==> src/rtl/dfi_init_pkg.sv <==
// Shared types and constants for the DFI init / frequency-change sequencer.
package dfi_init_pkg;

    localparam int DFI_FREQ_W = 5;

    typedef enum logic [2:0] {
        BOOT,
        READY,
        DROP,
        WAIT_FW,
        DONE
    } dfi_init_state_e;

    function automatic logic is_busy(dfi_init_state_e s);
        return (s == DROP) || (s == WAIT_FW) || (s == DONE);
    endfunction

endpackage

==> src/rtl/dfi_init_timer.sv <==
// Up-counter with synchronous load-to-zero, enable and saturation at all-ones.
// hit_o flags count == limit_i.
module dfi_init_timer #(
    parameter int CntW = 16
) (
    input  logic            clk_i,
    input  logic            rst_ni,
    input  logic            load_i,
    input  logic            en_i,
    input  logic [CntW-1:0] limit_i,
    output logic            hit_o
);

    logic [CntW-1:0] cnt_q;
    logic [CntW-1:0] cnt_d;

    always_comb begin
        cnt_d = cnt_q;
        if (load_i) begin
            cnt_d = '0;
        end else if (en_i && (cnt_q != '1)) begin
            cnt_d = cnt_q + 1'b1;
        end
    end

    always_ff @(posedge clk_i or negedge rst_ni) begin
        if (!rst_ni) begin
            cnt_q <= '0;
        end else begin
            cnt_q <= cnt_d;
        end
    end

    assign hit_o = (cnt_q == limit_i);

endmodule

==> src/rtl/dfi_init_seq.sv <==
// DFI init / frequency-change handshake sequencer between the memory controller
// and dfi_gpio firmware bits, with timeout and sticky protocol-error flags.
//
//   state   | meaning
//   --------+-----------------------------------------------------------
//   BOOT    | after reset, waiting for firmware power-up training done
//   READY   | complete high, waiting for a controller start rise
//   DROP    | complete held low for MinCompleteLow cycles
//   WAIT_FW | waiting for a fresh firmware done rise or the timeout
//   DONE    | complete high, waiting for the controller to drop start
module dfi_init_seq
    import dfi_init_pkg::*;
#(
    parameter int MinCompleteLow = 4,
    parameter int TimeoutCycles  = 65535,
    parameter int FreqW          = DFI_FREQ_W
) (
    input  logic             clk_i,
    input  logic             rst_ni,
    input  logic             dfi_init_start_i,
    input  logic [FreqW-1:0] dfi_frequency_i,
    output logic             dfi_init_complete_o,
    output logic             gpio_init_start_o,
    input  logic             gpio_init_done_i,
    output logic [FreqW-1:0] freq_o,
    output logic             busy_o,
    output logic             timeout_o,
    output logic             proto_err_o,
    input  logic             clr_err_i
);

    localparam int CntW = $clog2(TimeoutCycles + 1);
    localparam logic [CntW-1:0] MinLim = CntW'(MinCompleteLow - 1);
    localparam logic [CntW-1:0] ToLim  = CntW'(TimeoutCycles - 1);

    dfi_init_state_e  state_q, state_d;
    logic             start_q, done_q;
    logic             done_seen_q, done_seen_d;
    logic             complete_q, complete_d;
    logic             gpio_start_q, gpio_start_d;
    logic [FreqW-1:0] freq_q, freq_d;
    logic             busy_q, busy_d;
    logic             timeout_q, timeout_d;
    logic             proto_err_q, proto_err_d;

    logic             start_rise, start_fall, done_rise;
    logic             accept, in_run, fw_done;
    logic             tmr_en, tmr_hit;
    logic [CntW-1:0]  tmr_limit;

    assign start_rise = dfi_init_start_i & ~start_q;
    assign start_fall = ~dfi_init_start_i & start_q;
    assign done_rise  = gpio_init_done_i & ~done_q;
    assign accept     = (state_q == READY) && start_rise;
    assign in_run     = (state_q == DROP) || (state_q == WAIT_FW);
    assign fw_done    = done_rise | done_seen_q;
    assign tmr_en     = in_run;
    assign tmr_limit  = (state_q == DROP) ? MinLim : ToLim;

    dfi_init_timer #(
        .CntW (CntW)
    ) u_timer (
        .clk_i   (clk_i),
        .rst_ni  (rst_ni),
        .load_i  (accept),
        .en_i    (tmr_en),
        .limit_i (tmr_limit),
        .hit_o   (tmr_hit)
    );

    always_ff @(posedge clk_i or negedge rst_ni) begin
        if (!rst_ni) begin
            state_q      <= BOOT;
            start_q      <= 1'b0;
            done_q       <= 1'b0;
            done_seen_q  <= 1'b0;
            complete_q   <= 1'b0;
            gpio_start_q <= 1'b0;
            freq_q       <= '0;
            busy_q       <= 1'b0;
            timeout_q    <= 1'b0;
            proto_err_q  <= 1'b0;
        end else begin
            state_q      <= state_d;
            start_q      <= dfi_init_start_i;
            done_q       <= gpio_init_done_i;
            done_seen_q  <= done_seen_d;
            complete_q   <= complete_d;
            gpio_start_q <= gpio_start_d;
            freq_q       <= freq_d;
            busy_q       <= busy_d;
            timeout_q    <= timeout_d;
            proto_err_q  <= proto_err_d;
        end
    end

    always_comb begin
        state_d = state_q;
        case (state_q)
            BOOT:    if (done_rise) state_d = READY;
            READY:   if (start_rise) state_d = DROP;
            DROP:    if (tmr_hit) state_d = WAIT_FW;
            WAIT_FW: if (fw_done || tmr_hit) state_d = DONE;
            DONE:    if (!dfi_init_start_i) state_d = READY;
            default: state_d = BOOT;
        endcase
    end

    always_comb begin
        complete_d   = (state_d == READY) || (state_d == DONE);
        busy_d       = is_busy(state_d);
        freq_d       = accept ? dfi_frequency_i : freq_q;

        // A done rise during DROP is too early to act on but must not be lost.
        done_seen_d  = done_seen_q;
        if (accept) begin
            done_seen_d = 1'b0;
        end else if ((state_q == DROP) && done_rise) begin
            done_seen_d = 1'b1;
        end

        gpio_start_d = gpio_start_q;
        if (accept) begin
            gpio_start_d = 1'b1;
        end else if (in_run && start_fall) begin
            gpio_start_d = 1'b0;
        end else if ((state_q == DONE) && !dfi_init_start_i) begin
            gpio_start_d = 1'b0;
        end

        // Error flags: a new event in the same cycle as clr_err_i stays set.
        timeout_d = timeout_q & ~clr_err_i;
        if ((state_q == WAIT_FW) && !fw_done && tmr_hit) begin
            timeout_d = 1'b1;
        end

        proto_err_d = proto_err_q & ~clr_err_i;
        if (in_run && start_fall) begin
            proto_err_d = 1'b1;
        end
    end

    assign dfi_init_complete_o = complete_q;
    assign gpio_init_start_o   = gpio_start_q;
    assign freq_o              = freq_q;
    assign busy_o              = busy_q;
    assign timeout_o           = timeout_q;
    assign proto_err_o         = proto_err_q;

endmodule

==> config.mk <==
export PLATFORM = sky130hd
export DESIGN_NAME = dfi_init_seq
export DESIGN_NICKNAME = d
export VERILOG_FILES = /design/src/rtl/dfi_init_pkg.sv /design/src/rtl/dfi_init_timer.sv /design/src/rtl/dfi_init_seq.sv
export SDC_FILE = /design/constraint.sdc
export NUM_CORES = 1
export LEC_CHECK = 0
export ABC_AREA = 1
export BUFFER_PORTS_ARGS = -buffer_cell sky130_fd_sc_hd__buf_4
export CORE_MARGIN = 4
export CORE_UTILIZATION = 40
export DETAILED_ROUTE_END_ITERATION = 8
export SLEW_MARGIN = 20
export SYNTH_ARGS = -nofsm -noshare
export SYNTH_HDL_FRONTEND = slang
export SYNTH_SLANG_ARGS = --single-unit
==> constraint.sdc <==
create_clock -name clk_i -period 1.43 [get_ports clk_i]
set_input_delay 0.0715 -clock clk_i [delete_from_list [all_inputs] [get_ports clk_i]]
set_output_delay 0.0715 -clock clk_i [all_outputs]
set_load 0.005 [all_outputs]
==> results.md, run 1 <==
* PnR worst setup slack at between 10 and 15 ps
* Share of cells above drive strength 1 at 0.321
* Crit-path cells: ha_2 -> nand3_4 -> nor2_2 -> nand2_2 -> nand2_4 -> buf_4 -> o31ai_1
* Die area at roughly 5400 µm²
* Max Freq at 706 MHz
* Synth cell types at 28
* Slew Limit Fails at 0
* Final period utilization at 0.991
* Clock root cell: clkbuf_8
* CP startpoint kind: flip-flop
* FF-to-FF End: u_timer.cnt_q[8]$_DFFE_PN0P_
* Clock Sinks at 32
* Max stage delay cell, worst path: dfrtp_1
* Power Density at about 1700 nW/µm²
* Yosys reg bits at 32
* Seq/Total Area, Yosys at 0.462
* Initial antenna violation count at 0
* Hold WC Path Type: input port to asynchronous set/reset pin
* Required @ worst endpoint at 1620 ps
* Area of the mapped netlist at around 1700 µm²
* Post-placement setup slack at -55.1 ps
* CTS Buf Count at 5
* DRT iter0 DRCs at 137
* Clk Latency, worst-skew pair at about 290 ps
* Yosys warns at 0
* # rows at 23
* Largest net degree at the start of global routing at 33
* Total gr overflow at 0
* Hold WS at roughly 250 ps
* Die height at between 70 and 80 µm
* PortBufs at 19
* Core Footprint at roughly 4100 µm²
* Area Overhead vs Synth at 41.0%
* Via count of the first global-routing pass at about 1.6k
* Crit path arrival time at ~1600 ps
* R2R setup slack at between 10 and 15 ps
* Commonest non-fill, non-tap cell in the layout: nand2_1
* Reg2reg start: u_timer.cnt_q[0]$_DFFE_PN0P_
* Worst Tran Pin Value at around 410 ps
* CTS Buffer Depth at 2
* Top-area cell type share of the netlist area at 0.462
* Crit path time final at around 1400 ps
* GRT met2 Usage at 0.273
* Most frequent cells in the layout: 60 x nand2_1, 45 x buf_4, 27 x dfrtp_1, 23 x inv_1, 22 x nor2_1
* VDD IR max at just over 0.8 mV
* Final WL at between 4000 and 5000 µm
* Hold Fails Final Rpt at 0
* Slew HR at 0.727
* Grt met3 use at 0.0479
* Synth area leader: dfrtp_1
* RSZ-0062 raised after global routing: yes
* Final setup vio count at 0
* Critical path class: flip-flop to flip-flop
* Fillers at around 380
* # Max-Cap Violations at 0
* Setup_tns at 0 ps
* # diodes at 0
* Grt met1 use at 0.236
* Dpl hpwl at around 3100 µm
* CTS tree: built
* Drt drc at 0
* Detail Route Antenna Nets at 0
* Ranking of synthesized cells by area: dfrtp_1 46%, nand2_1 14%, nor2_1 6.1%, nand3_1 5.5%, inv_1 5.2%
* Critical Path Max Stage Delay at between 300 and 400 ps
* Syn_area_per_cell at 7.66 µm²
* Gp weighted congestion at slightly below 0.9
* Total GRT Usage at 0.174
* CP endpoint kind: flip-flop
* Clock transition at path regs at about 70 ps
* Worst Path Max Fanout at 6
* Die W at around 74 µm
* First-pass GRT wire length at between 7000 and 8000 µm
* # H-tree levels at 2
* Boundary pin count at 20
* Routed vias at approximately 1.6k
* Routed len/inst at roughly 13 µm
* Fin nets at 297
* Post-Syn Instances at about 230
* R2R cell count at 7
* GRT busiest layer: met2
* Leakage at between 1 and 1.5 nW
* Status: completed
* Starting density of the core at 0.424
* Vias per cell at around 4.8
* Synth Net Count at roughly 240
* Fin Clk Skew at 4.11 ps
* Pre-Repair DR Iteration Count at 4
[layout make-up]
type	instances	area [µm²]	area share
clock buffer	5	68.8	0.0282
clock inverter	3	42.5	0.0174
inverter	28	115	0.0472
multi-input combinational	164	897	0.368
sequential	32	807	0.331
tap	50	62.6	0.0256
timing repair buffer	55	448	0.183
[cell families after synthesis]
logic type / Yosys count / share of synthesized area
buf+inv: 30 / 0.0722
flops: 32 / 0.462
xor+xnor: 8 / 0.0405
fa+ha+maj: 1 / 0.00722
compound gates: 19 / 0.0679
simple gates: 136 / 0.350
[repair_timing]
action / in CTS / in global routing
hold endpoints to repair: 41 / 0
setup endpoints to repair: 9 / 22
gates resized for setup: 3 / 32
hold buffers: 9 / 0
pin swaps: 1 / 4
buffers inserted: 0 / 5
[critical path: cells and delay by family, from the launching register on]
| kind | cells | cell delay (ps) |
|---|---|---|
| AOI/OAI and AO/OA | 1 | 230 |
| adders and majority gates | 1 | 210 |
| buffers and inverters | 1 | 150 |
| DFF | 1 | 390 |
| and+or+nand+nor | 4 | 330 |
[worst max path at each step]
stage                            startpoint                      endpoint  slack [ps]  depth (start not counted)
2_1_floorplan  u_timer.cnt_q[0]$_DFFE_PN0P_  u_timer.cnt_q[7]$_DFFE_PN0P_           5                         10
5_1_grt        u_timer.cnt_q[3]$_DFFE_PN0P_              busy_o$_DFF_PN0_        -100                          8
6_report       u_timer.cnt_q[0]$_DFFE_PN0P_  u_timer.cnt_q[8]$_DFFE_PN0P_          10                          7
3_5_place_dp   u_timer.cnt_q[2]$_DFFE_PN0P_              busy_o$_DFF_PN0_         -60                          9
3_3_place_gp   u_timer.cnt_q[2]$_DFFE_PN0P_              busy_o$_DFF_PN0_         -20                          9
4_1_cts        u_timer.cnt_q[0]$_DFFE_PN0P_              busy_o$_DFF_PN0_           2                          9
[metal layers]
metal  up-vias  routed length (µm)
met4         0                  54
met5         -                   0
met3         6                 182
li1        851                   -
met1       748                2060
met2        28                2050
[registers in the layout (all words and copies together), names as in the netlist]
register / cells
busy_o: 1
dfi_init_complete_o: 1
done_q: 1
done_seen_q: 1
freq_o: 5
gpio_init_start_o: 1
proto_err_o: 1
start_q: 1
state_q: 3
timeout_o: 1
u_timer.cnt_q: 16
[Yosys cell counts (all sizes together)]
master	n
nand2	69
dfrtp	32
nor2	31
inv	27
nand3	20
nand4	10
o21ai	10
xor2	6
nor3	5
o31ai	4
a21oi	2
xnor2	2
a211oi	1
a41oi	1
buf	1
clkbuf	1
clkinv	1
ha	1
nor3b	1
o211ai	1
[where the power goes]
part	internal, mW	total, mW	switching, mW
combinational	0.876	1.86	0.982
sequential	1.21	1.47	0.263
clock	0.515	0.869	0.354
total	2.60	4.20	1.60
[stage by stage]
| step | std cells | area, µm² | power [mW] | utilization |
|---|---|---|---|---|
| floorplan | 226 | 1730 | 2.29 | - |
| global placement | 315 | 2090 | 3.03 | 0.510 |
| detailed placement | 315 | 2090 | 3.04 | 0.510 |
| CTS | 332 | 2300 | 3.95 | 0.562 |
| global route | 337 | 2440 | 4.49 | 0.597 |
| finish | 337 | 2440 | 4.20 | 0.597 |
Note: power is estimated with default switching activity, not from simulation.
==> inputs of run 2 (changes only) <==
clock period = 1.61 ns   (was 1.43 ns; I/O delays follow)
==> run 2 against run 1 <==
Hold slack better by 25 ps. Sequential power is 8% lower. Sequential share of layout area is 3.7 points higher. Largest cell class unchanged. Critical path type unchanged. Largest power group is now registers.
==> results.md, run 2 (synthesized netlist as in run 1, its figures left out) <==
* Status: completed
* Max FFs per register at 16 (unchanged)
* Clk Latency, worst-skew pair at 280 ps (about the same)
* Boundary pin count at 20 (unchanged)
* CTS tree: built
* Most frequent cells in the layout: 66 x nand2_1, 28 x nor2_1, 28 x dfrtp_1, 25 x buf_4, 24 x inv_1
* Via count of the first global-routing pass at 1538 (-5.3%)
* Die area at 5450 µm² (unchanged)
* # rows at 23 (unchanged)
* Worst Tran Pin Value at 391 ps (-18.4 ps)
* Starting density of the core at 0.424 (unchanged)
* CTS Buffer Depth at 2 (unchanged)
* First-pass GRT wire length at 6920 µm (-5.3%)
* Total gr overflow at 0 (unchanged)
* Hold Fails Final Rpt at 0 (unchanged)
* Largest net degree at the start of global routing at 33 (unchanged)
* Setup_tns at 0 ps (unchanged)
* Clock transition at path regs at 70 ps (about the same)
* # H-tree levels at 2 (unchanged)
* Post-placement setup slack at 44.9 ps (+100 ps)
* Leakage at 1.05 nW (-9.6%)
* Core Util, Final at 0.536 (-0.0612)
* R2R cell count at 9 (+2)
* Area Overhead vs Synth at 26.5%
* Reg2reg start: u_timer.cnt_q[0]$_DFFE_PN0P_
* Final instance area at 2190 µm² (-10%)
* Gp weighted congestion at 0.845 (-3.4%)
* Dpl hpwl at 2890 µm (-7.2%)
* DRT iter0 DRCs at 114 (-17%)
* Final setup vio count at 0 (unchanged)
* Hold WC Path Type: input port to asynchronous set/reset pin
* Die height at 73.8 µm (unchanged)
* Fin Clk Skew at 7.20 ps (+3.09 ps)
* Power Density at 1520 nW/µm² (-12%)
* Required @ worst endpoint at 1780 ps (+160 ps)
* Power, Total at 3.33 mW (-21%)
* Critical path class: flip-flop to flip-flop
* Largest Register: u_timer.cnt_q
* Slew Limit Fails at 0 (unchanged)
* Drt drc at 0 (unchanged)
* Commonest non-fill, non-tap cell in the layout: nand2_1
* Initial antenna violation count at 0 (unchanged)
* Crit path time final at 1480 ps (+63.1 ps)
* Fin nets at 276 (-7.1%)
* Routed vias at 1585 (-2.9%)
* Total GRT Usage at 0.170 (-0.00455)
* Slew HR at 0.738 (+0.0102)
* VDD IR max at 0.716 mV (-12%)
* Final WL at 4100 µm (-5.7%)
* Vias per cell at 5.02 (+3.5%)
* Routed len/inst at 13.0 µm (+0.61%)
* Placed inst area at 1960 µm² (-6.2%)
* CP startpoint kind: flip-flop
* PnR worst setup slack at 130 ps (+117 ps)
* Die W at 73.8 µm (unchanged)
* Max Freq at 676 MHz (-4.3%)
* R2R setup slack at 130 ps (+120 ps)
* CP endpoint kind: flip-flop
* CTS Buf Count at 5 (unchanged)
* Clock Sinks at 32 (unchanged)
* # diodes at 0 (unchanged)
* # Max-Cap Violations at 0 (unchanged)
* Worst setup path end: u_timer.cnt_q[7]$_DFFE_PN0P_
* Final period utilization at 0.919 (-0.0716)
* Crit path arrival time at 1650 ps (+40 ps)
* PortBufs at 19 (unchanged)
* Share of cells above drive strength 1 at 0.195 (-0.125)
* Clock root cell: clkbuf_8
* FF-to-FF End: u_timer.cnt_q[7]$_DFFE_PN0P_
* Core Footprint at 4090 µm² (unchanged)
* Detail Route Antenna Nets at 0 (unchanged)
* Worst Path Max Fanout at 8 (+2)
* Pre-Repair DR Iteration Count at 4 (unchanged)
* Worst Setup SP: u_timer.cnt_q[0]$_DFFE_PN0P_
==> run 2: cell types whose count changed in the layout (fill, tap and decap cells not counted), sizes merged <==
cell      change
clkinvlp      -1
buf          -21
inv           +1
clkinv        -1
clkbuf        +1
==> run 2: timing repair <==
| action | CTS | global route |
|---|---|---|
| setup endpoints to repair | 0 | 16 |
| buffers inserted | 0 | 1 |
| hold buffers | 9 | 0 |
| endpoints found under the hold margin | 41 | 0 |
| gates resized for setup | 0 | 10 |
==> run 2: worst min path at each step <==
stage	startpoint	to	slack, ps
final	rst_ni	freq_o[1]$_DFFE_PN0P_	280
after global routing	rst_ni	u_timer.cnt_q[7]$_DFFE_PN0P_	330
after CTS	rst_ni	u_timer.cnt_q[2]$_DFFE_PN0P_	280
after detailed placement	rst_ni	u_timer.cnt_q[15]$_DFFE_PN0P_	50
after global placement	rst_ni	u_timer.cnt_q[7]$_DFFE_PN0P_	40
after floorplan	rst_ni	busy_o$_DFF_PN0_	-220
==> run 2: cell type report <==
| cell class | count | area, µm² |
|---|---|---|
| clock inverter | 2 | 35.0 |
| sequential | 32 | 806 |
| fill | 394 | 1900 |
| inverter | 28 | 108 |
| timing repair buffer | 34 | 278 |
| multi-input combinational | 164 | 830 |
| tap | 50 | 62.6 |
| clock buffer | 6 | 72.6 |
==> run 2: power breakdown <==
group	switching (mW)	internal, mW	total (mW)
Sequential	0.273	1.07	1.35
Clock	0.298	0.459	0.757
Combinational	0.704	0.522	1.23
==> run 2: layer usage <==
layer	wire (µm)	up-vias	track usage
met5	0	-	0
met4	88	0	0.0805
met3	204	8	0.0465
met2	1840	42	0.258
met1	1970	725	0.223
li1	-	810	-
==> run 2: metrics by stage <==
stage                     hold WS (ps)  std cells
final                              276        316
after detailed placement          45.7        298
after global placement            44.6        298
after CTS                          277        315
after global routing               331        316
after floorplan                   -215        226
==> run 2: critical path: stages (launching register included) <==
cell	delay, ps
dfrtp_1	380
ha_2	220
nand3_4	120
nor2_4	40
nand2_2	80
nand2_4	80
inv_2	160
nand2_1	90
o21ai_1	120
nor2_1	50
